`src/rtl/frame_sequencer.sv`:
```
// Frame-rate controller: divides CLOCK_50 down to a selectable tick and runs
// each accepted tick as an update phase followed by a render phase.
module frame_sequencer #(
  parameter int unsigned SEL0_COUNT = 1,
  parameter int unsigned SEL1_COUNT = 200000,
  parameter int unsigned SEL2_COUNT = 500000,
  parameter int unsigned SEL3_COUNT = 50000000
) (
  input  logic        CLOCK_50,
  input  logic        resetn,
  input  logic [1:0]  select,
  input  logic        pause,
  input  logic        clr_stats,
  input  logic        update_done,
  input  logic        render_done,
  output logic        tick,
  output logic        start_update,
  output logic        start_render,
  output logic        busy,
  output logic [15:0] frame_count,
  output logic [7:0]  overrun_count
);

  localparam int unsigned DIV_W = 26;

  localparam logic [DIV_W-1:0] RELOAD0 = DIV_W'(SEL0_COUNT);
  localparam logic [DIV_W-1:0] RELOAD1 = DIV_W'(SEL1_COUNT);
  localparam logic [DIV_W-1:0] RELOAD2 = DIV_W'(SEL2_COUNT);
  localparam logic [DIV_W-1:0] RELOAD3 = DIV_W'(SEL3_COUNT);

  typedef enum logic [2:0] {
    IDLE      = 3'd0,
    UPD_START = 3'd1,
    UPD_WAIT  = 3'd2,
    RND_START = 3'd3,
    RND_WAIT  = 3'd4
  } state_t;

  state_t           state, state_next;
  logic [DIV_W-1:0] div_count;
  logic [DIV_W-1:0] reload;
  logic             frame_done;
  logic             overrun_hit;

  // select is only looked at when the divider reloads.
  always_comb begin
    unique case (select)
      2'b00:   reload = RELOAD0;
      2'b01:   reload = RELOAD1;
      2'b10:   reload = RELOAD2;
      default: reload = RELOAD3;
    endcase
  end

  // NOTE: async active-low reset in the sensitivity list; all state uses <= so
  // every register samples pre-edge values regardless of block ordering.
  always_ff @(posedge CLOCK_50 or negedge resetn) begin
    if (!resetn) begin
      div_count <= '0;
      tick      <= 1'b0;
    end else if (div_count == '0) begin
      div_count <= reload;
      tick      <= 1'b1;
    end else begin
      div_count <= div_count - 1'b1;
      tick      <= 1'b0;
    end
  end

  always_ff @(posedge CLOCK_50 or negedge resetn) begin
    if (!resetn) state <= IDLE;
    else         state <= state_next;
  end

  // NOTE: state_next gets a default before the case so no path leaves it
  // unassigned, which would otherwise infer a latch.
  always_comb begin
    state_next = state;
    unique case (state)
      IDLE:      if (tick && !pause) state_next = UPD_START;
      UPD_START: state_next = UPD_WAIT;
      UPD_WAIT:  if (update_done) state_next = RND_START;
      RND_START: state_next = RND_WAIT;
      RND_WAIT:  if (render_done) state_next = IDLE;
      default:   state_next = IDLE;
    endcase
  end

  assign start_update = (state == UPD_START);
  assign start_render = (state == RND_START);
  assign busy         = (state != IDLE);

  assign frame_done  = (state == RND_WAIT) && render_done;
  // A tick arriving on the completing cycle of RND_WAIT is still a drop.
  assign overrun_hit = tick && (state != IDLE) && !pause;

  always_ff @(posedge CLOCK_50 or negedge resetn) begin
    if (!resetn) begin
      frame_count   <= '0;
      overrun_count <= '0;
    end else if (clr_stats) begin
      frame_count   <= '0;
      overrun_count <= '0;
    end else begin
      if (frame_done) frame_count <= frame_count + 1'b1;
      if (overrun_hit && (overrun_count != 8'hFF))
        overrun_count <= overrun_count + 1'b1;
    end
  end

endmodule

```
`config.mk`:
```
export PLATFORM = sky130hd
export DESIGN_NAME = frame_sequencer
export DESIGN_NICKNAME = d
export VERILOG_FILES = /design/src/rtl/frame_sequencer.sv
export SDC_FILE = /design/constraint.sdc
export NUM_CORES = 1
export LEC_CHECK = 0
export ABC_AREA = 1
export CORE_UTILIZATION = 42
export CTS_CLUSTER_SIZE = 16
export DETAILED_ROUTE_END_ITERATION = 12
export PLACE_DENSITY_LB_ADDON = 0.15
export SLEW_MARGIN = 10
export SYNTH_ARGS = -nofsm -noshare
export SYNTH_HDL_FRONTEND = slang
export SYNTH_SLANG_ARGS = --single-unit
export TNS_END_PERCENT = 30
```
`constraint.sdc`:
```
create_clock -name CLOCK_50 -period 1.4 [get_ports CLOCK_50]
set_input_delay 0.42 -clock CLOCK_50 [delete_from_list [all_inputs] [get_ports CLOCK_50]]
set_output_delay 0.42 -clock CLOCK_50 [all_outputs]
set_load 0.005 [all_outputs]
```
After elaboration in Yosys (flattened, before gate mapping)
Cells that the tools add are included.
{"block": "word_totals", "register_bits": 54, "inputBits": 8, "wordCells": 42}
{"block": "op_classes", "addsub": 3, "n_eq_ne": 10, "muxes": 11, "n_reduce_logical": 13}
{"operator": "$pmux 26 s3", "n": 1}
{"operator": "$mux 16", "n": 2}
{"operator": "$logic_not 26->1", "n": 1}
{"operator": "$mux 26", "n": 1}
{"operator": "$sub 26x1->26 const B", "n": 1}
{"operator": "$add 16x1->16 const B", "n": 1}
{"operator": "$mux 8", "n": 2}
{"operator": "$pmux 3 s5", "n": 1}
{"operator": "$mux 3", "n": 3}
{"operator": "$add 8x1->8 const B", "n": 1}
{"operator": "$ne 8x8->1 const B", "n": 1}
{"operator": "$eq 3x2->1 const B", "n": 2}
{"operator": "$ne 2x2->1 const B", "n": 3}
{"operator": "$logic_and 1x1->1", "n": 5}
{"operator": "$reduce_bool 2->1", "n": 2}
{"operator": "$eq 3x1->1 const B", "n": 1}
{"operator": "$eq 3x3->1 const B", "n": 1}
{"operator": "$logic_not 3->1", "n": 1}
{"operator": "$reduce_and 3->1", "n": 1}
{"operator": "$reduce_bool 3->1", "n": 1}
{"operator": "$eq 2x1->1 const B", "n": 1}
{"operator": "$eq 2x2->1 const B", "n": 1}
{"operator": "$logic_not 2->1", "n": 1}
{"operator": "$logic_not 1->1", "n": 1}
{"operator": "$mux 1", "n": 1}

Longest topological paths before layout
Gate-level depths: netlist of the first run.
{"block": "depth", "ltp_word": 6, "depth_mapped": 10, "ltp_nobuf": 9}

Least setup slack after synthesis of the first run
OpenSTA, ideal clock, no wires.
{"block": "synth_path", "kind": "reg2reg", "startpoint": "register div_count[0]", "endpoint": "register div_count[13]", "arrival_time_ns": 1.423, "t_required_ns": 1.276, "slack_ns": -0.147, "path_stages_with_launch": 11, "path_buffers": 2, "synth_period_minus_slack_ns": 1.547, "cell_sequence": "dfrtp_1 inv_1 ha_1 nand2_2 nor2_1 and2_1 buf_6 nand2_4 buf_6 nand2_1 nand2_1"}
{"block": "synth_between", "elab_chain_cells": 2, "word_cells_on_any_way": 3}
{"element": "start: declaration", "line_no": "40", "rtl": "logic [DIV_W-1:0] div_count;"}
{"element": "start signal: assignment", "line_no": "62", "rtl": "div_count <= reload;"}
{"element": "start signal: assignment", "line_no": "65", "rtl": "div_count <= div_count - 1'b1;"}
{"element": "$sub 26x1->26 or $logic_not 26->1 (tied branches)", "line_no": "65, 61"}
{"element": "$mux 26 *", "line_no": "61", "rtl": "end else if (div_count == '0) begin"}
Every way passes the cells marked *; elsewhere a longest branch is shown, timed or not.
A chain may end at the register's enable or synchronous reset.

Worst setup path in the final report of the first run
{"block": "layout_path", "startpoint": "register state[0]", "endpoint": "output start_render"}
{"block": "layout_between", "elab_chain_cells": 1}
{"element": "start: declaration", "line_no": "39", "rtl": "state_t state, state_next;"}
{"element": "start signal: assignment", "line_no": "72", "rtl": "else state <= state_next;"}
{"element": "$eq 3x2->1", "line_no": "90", "rtl": "assign start_render = (state == RND_START);"}
{"element": "end: declaration", "line_no": "18", "rtl": "output logic start_render,"}
No other way between the ends.

==> results.ini, run 1 <==
[setup_path]
rr_endpoint = div_count[23]
timing.rr.start = div_count[1]
critical_path_class = flop to primary output
worst-path-max-fanout = 4
worstPathArrival_ps = 1160
rrSetupSlack_ps = -150
rr_worst_depth = 9
cp-end-kind = primary output
critPathRequiredTime_ps = 980
cp-start-kind = flop

[sta]
max_freq_mhz = 632
hold_viol_final = 0
setup_ws_ps = -183
skew_ps = 7.58
rsz0062_at_grt = true
maxSlewHeadroom_pct = 78.7
slew_viol_final = 0
fin_crit_sh_pct = 113
fin_crit_ps = 1580
worst_slew_pin_slew_ps = 317
setup_violations = 37

[global_route]
grt_pass1_wl_mm = 15.3
grt-ovfl-total = 0
antenna_found_initial = 0
grt_pass1_vias = 3554
grt_usage_pct = 23.1
grt_max_degree = 55

[floorplanning]
initial_core_util_pct = 44.3
num_io_pins = 36
rows = 31
die_x_um = 90.4
fp.dieH_um = 90.4
coreArea_sq_mm = 0.00741
die_area_sq_mm = 0.00817

[synth]
async_reset_ff_share_pct = 100
ys_top_cells_by_area = dfrtp_1, nand2_1, nor2_1
synth_top_family_by_area = simple AND/OR/NAND/NOR gates
syn_inst = 452
synthSimpleGateAreaFrac_pct = 40.8
netlist_area_sq_mm = 0.00328
synth_ff_type = dfrtp_1
synth_compound_area_share_pct = 4.38
yosys-top-cells-count = nand2_1, nor2_1, dfrtp_1
synth_top_area_share_pct = 41.2
yosysMostFrequentCell = nand2_1
synth-seq-cells = 54
synthAdderAreaFrac_pct = 3.05
avgSynthCellArea_sq_um = 7.26
synth_mux_area_share_pct = 0
ys_seq_area_share_pct = 41.2
ys_types = 28
synth-xor-area-share_pct = 4.54
syn_nets = 468
synth_top_area_cell = dfrtp_1
synth_warnings = 0
synth-edff-count = 0

[power]
p_leak_nw = 2.55
clockPowerShare_pct = 31.1
seq_power_share_pct = 47.7
swShare_pct = 27.1
cellPowerDensity_mw_per_mm2 = 660
p_switching_mw = 0.936
p_int_mw = 2.52
ir_drop_mv = 0.531
combPwrFrac_pct = 21.2

[routing]
wl_per_cell_um = 13.5
via_per_inst = 4.96
ant_nets = 0
dr.pass1.iters = 4
route.detailed.drc = 0
drt_iter0_markers = 118
wirelength_mm = 9.78
num_vias = 3601

[placement]
gp_congestion = 0.862
port_buffers = 35
placed_area_sq_mm = 0.00450
dp_hpwl_mm = 6.57
placed_cells = 679

[cells_and_area]
fillers = 580
fin_area_sq_mm = 0.00524
layout-drive-gt1-share_pct = 38.6
antenna_cells = 0
final_cells = 726
nets = 642
area_growth_pct = 59.6

[clock_network]
clock-root-buffer = clkbuf_8
clock-sinks = 54
clk_path_buf_depth = 2
insertion_delay_ps = 310
numCtsBuffers = 5
clk_pin_slew_ps = 100
htree_levels = 2
cts_tree = done

[job]
maxCapViolations = 0

[run_status]
violations = negative setup slack
outcome = finished with violations

[min_path]
hold_path_class = primary input to async pin

-- state kept, by name (all words and copies together), names as in the netlist --
signal	flops
div_count	26
frame_count	16
overrun_count	8
state	3
tick	1
-- timing repair --
| item | in CTS | in global routing |
|---|---|---|
| setup endpoints to repair | 77 | 74 |
| hold buffers | 0 | 0 |
| resized for setup | 77 | 98 |
| buffers inserted | 21 | 17 |
| pin swaps | 13 | 48 |
| gates cloned | 0 | 1 |
-- placed cells by master, fill, tap and decap left out, types with 6 or more instances in the layout --
cell type,n
a21oi_1,6
buf_4,120
buf_6,17
clkdlybuf4s15_1,19
dfrtp_1,50
inv_1,38
inv_2,7
nand2_1,117
nand2_2,17
nand3_1,27
nand3_2,6
nand4_1,18
nor2_1,53
nor2_2,16
nor2_4,20
o21ai_0,9
xnor2_1,11
-- per-stage QoR --
stage	utilization [%]	total power, mW	setup WS (ps)	hold slack [ps]	setup TNS [ps]
floorplan	-	1.89	-6.08	124	-17.2
global placement	60.7	2.22	-411	445	-12110
detailed placement	60.7	2.23	-474	447	-13530
CTS	65.1	3.37	-184	107	-3350
global route	70.7	3.60	-264	118	-7170
finish	70.7	3.46	-183	85.3	-3890
-- how the worst max path moves through the flow --
stage,startpoint,end,cells after the start
6_report,state[0],start_render,4
5_1_grt,div_count[1],div_count[23],9
4_1_cts,state[2],start_update,3
3_5_place_dp,render_done,frame_count[8],7
3_3_place_gp,render_done,frame_count[8],6
2_1_floorplan,div_count[0],div_count[13],10
-- cell families (layout without fill, tap and decap cells) --
| kind of cell | Yosys count | count (layout) |
|---|---|---|
| AO/OA/AOI/OAI | 26 | 26 |
| XOR/XNOR | 17 | 17 |
| adder cells (fa/ha/maj) | 8 | 8 |
| buffers and inverters | 49 | 223 |
| flip-flops | 54 | 54 |
| AND/OR/NAND/NOR | 298 | 299 |
-- power by group through the flow --
stage | Sequential, mW | Combinational [mW] | Clock (mW)
floorplan | 1.68 | 0.212 | 0
global placement | 1.68 | 0.543 | 0
detailed placement | 1.68 | 0.550 | 0
CTS | 1.64 | 0.639 | 1.08
global route | 1.65 | 0.792 | 1.15
finish | 1.65 | 0.733 | 1.07
-- layer usage --
layer,track usage [%],vias to the layer above,wire length (um)
met5,0,-,0
met4,7.93,0,231
met3,3.87,24,273
met2,44.0,82,5260
met1,25.8,1705,4020
li1,-,1790,-
-- cell type report --
class                           instances  area [sq um]  area share [%]
Clock inverter                          1          30.0           0.573
Clock buffer                            7          76.3            1.46
Sequential cell                        54          1360            25.9
Inverter                               45           169            3.23
Multi-Input combinational cell        350          2060            39.4
Timing Repair Buffer                  170          1420            27.1
Tap cell                               99           124            2.37
-- worst max-delay path: stages (launching register included) --
cell and delay, ps:
dfrtp_1 390, inv_2 50, or2_4 240, nor2_2 70
buf_2 110
Note: power is estimated with default switching activity, not from simulation.
==> run 2: changes to the inputs <==
--- a/config.mk
+++ b/config.mk
@@ -6,9 +6,10 @@
 export NUM_CORES = 1
 export LEC_CHECK = 0
 export ABC_AREA = 1
+export CAP_MARGIN = 20
 export CORE_UTILIZATION = 42
-export CTS_CLUSTER_SIZE = 16
 export DETAILED_ROUTE_END_ITERATION = 12
+export MAX_ROUTING_LAYER = met4
 export PLACE_DENSITY_LB_ADDON = 0.15
 export SLEW_MARGIN = 10
 export SYNTH_ARGS = -nofsm -noshare
==> run 2 against run 1 <==
Compared with the run above:
- sequential share of layout area unchanged
- highest routed layer unchanged
- register-to-register slack barely moved
- non-clock buffer count is the same
- utilization is the same
- the run still ends with negative setup slack left
- wire length is 0.42% higher
- sequential power hardly changed
- critical path depth did not move
- clock skew is essentially flat
- worst hold slack lost 3.1 ps
==> results.ini, run 2 (same netlist as run 1, synthesis figures left out) <==
[run_status]
outcome = finished with violations
violations = negative setup slack

[cells_and_area]
fillers = 580
seqCellArea_sq_mm = 0.00136
antenna_cells = 0
mostFrequentLayoutCells = buf_4, nand2_1, nor2_1, dfrtp_1, inv_1
multi_input_area_sq_mm = 0.00206
largest-register = div_count
final_common_cell = buf_4
area_growth_pct = 59.6
layout-drive-gt1-share_pct = 38.6
largest_reg_flops = 26
nets = 642
top_regs = div_count: 26 flops, frame_count: 16 flops, overrun_count: 8 flops

[setup_path]
rr_worst_depth = 9
worstSetupStartpoint = state[0]
crit_slowest_cell = dfrtp_1
rrSetupSlack_ps = -150
critical_path_class = flop to primary output
timing.rr.start = div_count[1]
worst-path-max-fanout = 4
rr_endpoint = div_count[23]
worstSetupEndpoint = start_render
cp-start-kind = flop
critPathMaxStageDelay_ps = 390
critPathRequiredTime_ps = 980
cp-end-kind = primary output
worstPathArrival_ps = 1170
crit_chain = inv_2 > or2_4 > nor2_2 > buf_2

[routing]
wirelength_mm = 9.82
ant_nets = 0
dr.pass1.iters = 4
via_per_inst = 4.99
num_vias = 3623
route.detailed.drc = 0
wl_per_cell_um = 13.5
drt_iter0_markers = 132

[placement]
port_buffers = 35
dp_hpwl_mm = 6.57
pre_cts_ws_ps = -474
gp_congestion = 0.876

[floorplanning]
die_area_sq_mm = 0.00817
initial_core_util_pct = 44.3
die_x_um = 90.4
num_io_pins = 36
coreArea_sq_mm = 0.00741
fp.dieH_um = 90.4
rows = 31

[power]
seq_power_share_pct = 47.6
ir_drop_mv = 0.532
cellPowerDensity_mw_per_mm2 = 661
p_int_mw = 2.52
clockPowerShare_pct = 31.2
p_leak_nw = 2.55
p_switching_mw = 0.942
swShare_pct = 27.2
combPwrFrac_pct = 21.2

[clock_network]
numCtsBuffers = 5
hold_buffers = 0
htree_levels = 2
clock-root-buffer = clkbuf_8
clk_pin_slew_ps = 110
insertion_delay_ps = 310
clk_path_buf_depth = 2
clock-sinks = 54
cts_tree = done

[sta]
setup_ws_ps = -186
skew_ps = 7.72
hold_ws_ps = 82.2
rsz0062_at_grt = true
max_freq_mhz = 631
worst_slew_pin_slew_ps = 318
fin_crit_ps = 1590
slew_viol_final = 0
fin_crit_sh_pct = 113
maxSlewHeadroom_pct = 78.6
setup_violations = 37
hold_viol_final = 0

[global_route]
grt_pass1_wl_mm = 15.3
grt_max_degree = 55
grt-ovfl-total = 0
grt_pass1_vias = 3554
grt_usage_pct = 23.8
antenna_found_initial = 0

[min_path]
hold_path_class = primary input to async pin

[job]
maxCapViolations = 0

## run 2: how the worst min path moves through the flow
stage	start	end	cells past startpoint
3_3_place_gp	resetn	frame_count[9]	2
5_1_grt	resetn	frame_count[12]	2
4_1_cts	resetn	frame_count[9]	2
6_report	resetn	frame_count[9]	2
2_1_floorplan	resetn	div_count[0]	0
3_5_place_dp	resetn	frame_count[9]	2
## run 2: stage by stage
stage | util, % | instance area [sq um] | cells | setup TNS, ps | total power, mW
2_1_floorplan | - | 3300 | 452 | -17.2 | 1.89
3_3_place_gp | 60.7 | 4500 | 679 | -12110 | 2.22
3_5_place_dp | 60.7 | 4500 | 679 | -13530 | 2.23
4_1_cts | 65.1 | 4820 | 708 | -3350 | 3.37
5_1_grt | 70.7 | 5240 | 726 | -7140 | 3.59
6_report | 70.7 | 5240 | 726 | -3910 | 3.46
## run 2: critical path, delay by kind of cell (launching register included)
| family | cells | cell delay (ps) |
|---|---|---|
| and+or+nand+nor | 2 | 310 |
| DFF | 1 | 390 |
| buffers and inverters | 2 | 160 |
## run 2: what timing repair did
| action | 4_1_cts | 5_1_grt |
|---|---|---|
| resized for setup | 77 | 98 |
| setup buffers | 21 | 17 |
| endpoints found under the setup margin | 77 | 74 |
| gates cloned | 0 | 1 |
| pin swaps | 13 | 48 |
## run 2: power groups by stage
stage	logic, mW	registers (mW)	clock network (mW)
after floorplan	0.212	1.68	0
after global placement	0.543	1.68	0
after detailed placement	0.550	1.68	0
after CTS	0.639	1.64	1.08
after global routing	0.792	1.65	1.15
final	0.733	1.65	1.08
## run 2: area by class of cell
cell class | instances | share of cell area [%]
clock buffer | 7 | 1.46
clock inverter | 1 | 0.573
inverter | 45 | 3.23
multi-input combinational | 350 | 39.4
sequential | 54 | 25.9
tap | 99 | 2.37
timing repair buffer | 170 | 27.1
## run 2: metal layers
| layer | routed length [um] | vias up | part of all wire, % | GRT usage (%) |
|---|---|---|---|---|
| met5 | 0 | - | 0 | - |
| met4 | 290 | 0 | 3.0 | 7.93 |
| met3 | 285 | 36 | 2.9 | 3.87 |
| met2 | 5230 | 86 | 53 | 44.0 |
| met1 | 4020 | 1711 | 41 | 25.8 |
| li1 | - | 1790 | - | - |
==> run 3: changes to the inputs <==
--- a/config.mk
+++ b/config.mk
@@ -8,6 +8,7 @@
 export ABC_AREA = 1
 export CAP_MARGIN = 20
 export CORE_UTILIZATION = 42
+export CTS_CLUSTER_DIAMETER = 30
 export DETAILED_ROUTE_END_ITERATION = 12
 export MAX_ROUTING_LAYER = met4
 export PLACE_DENSITY_LB_ADDON = 0.15
==> results of run 3 <==
Final layout, timing and power as in run 2 (identical DEF).
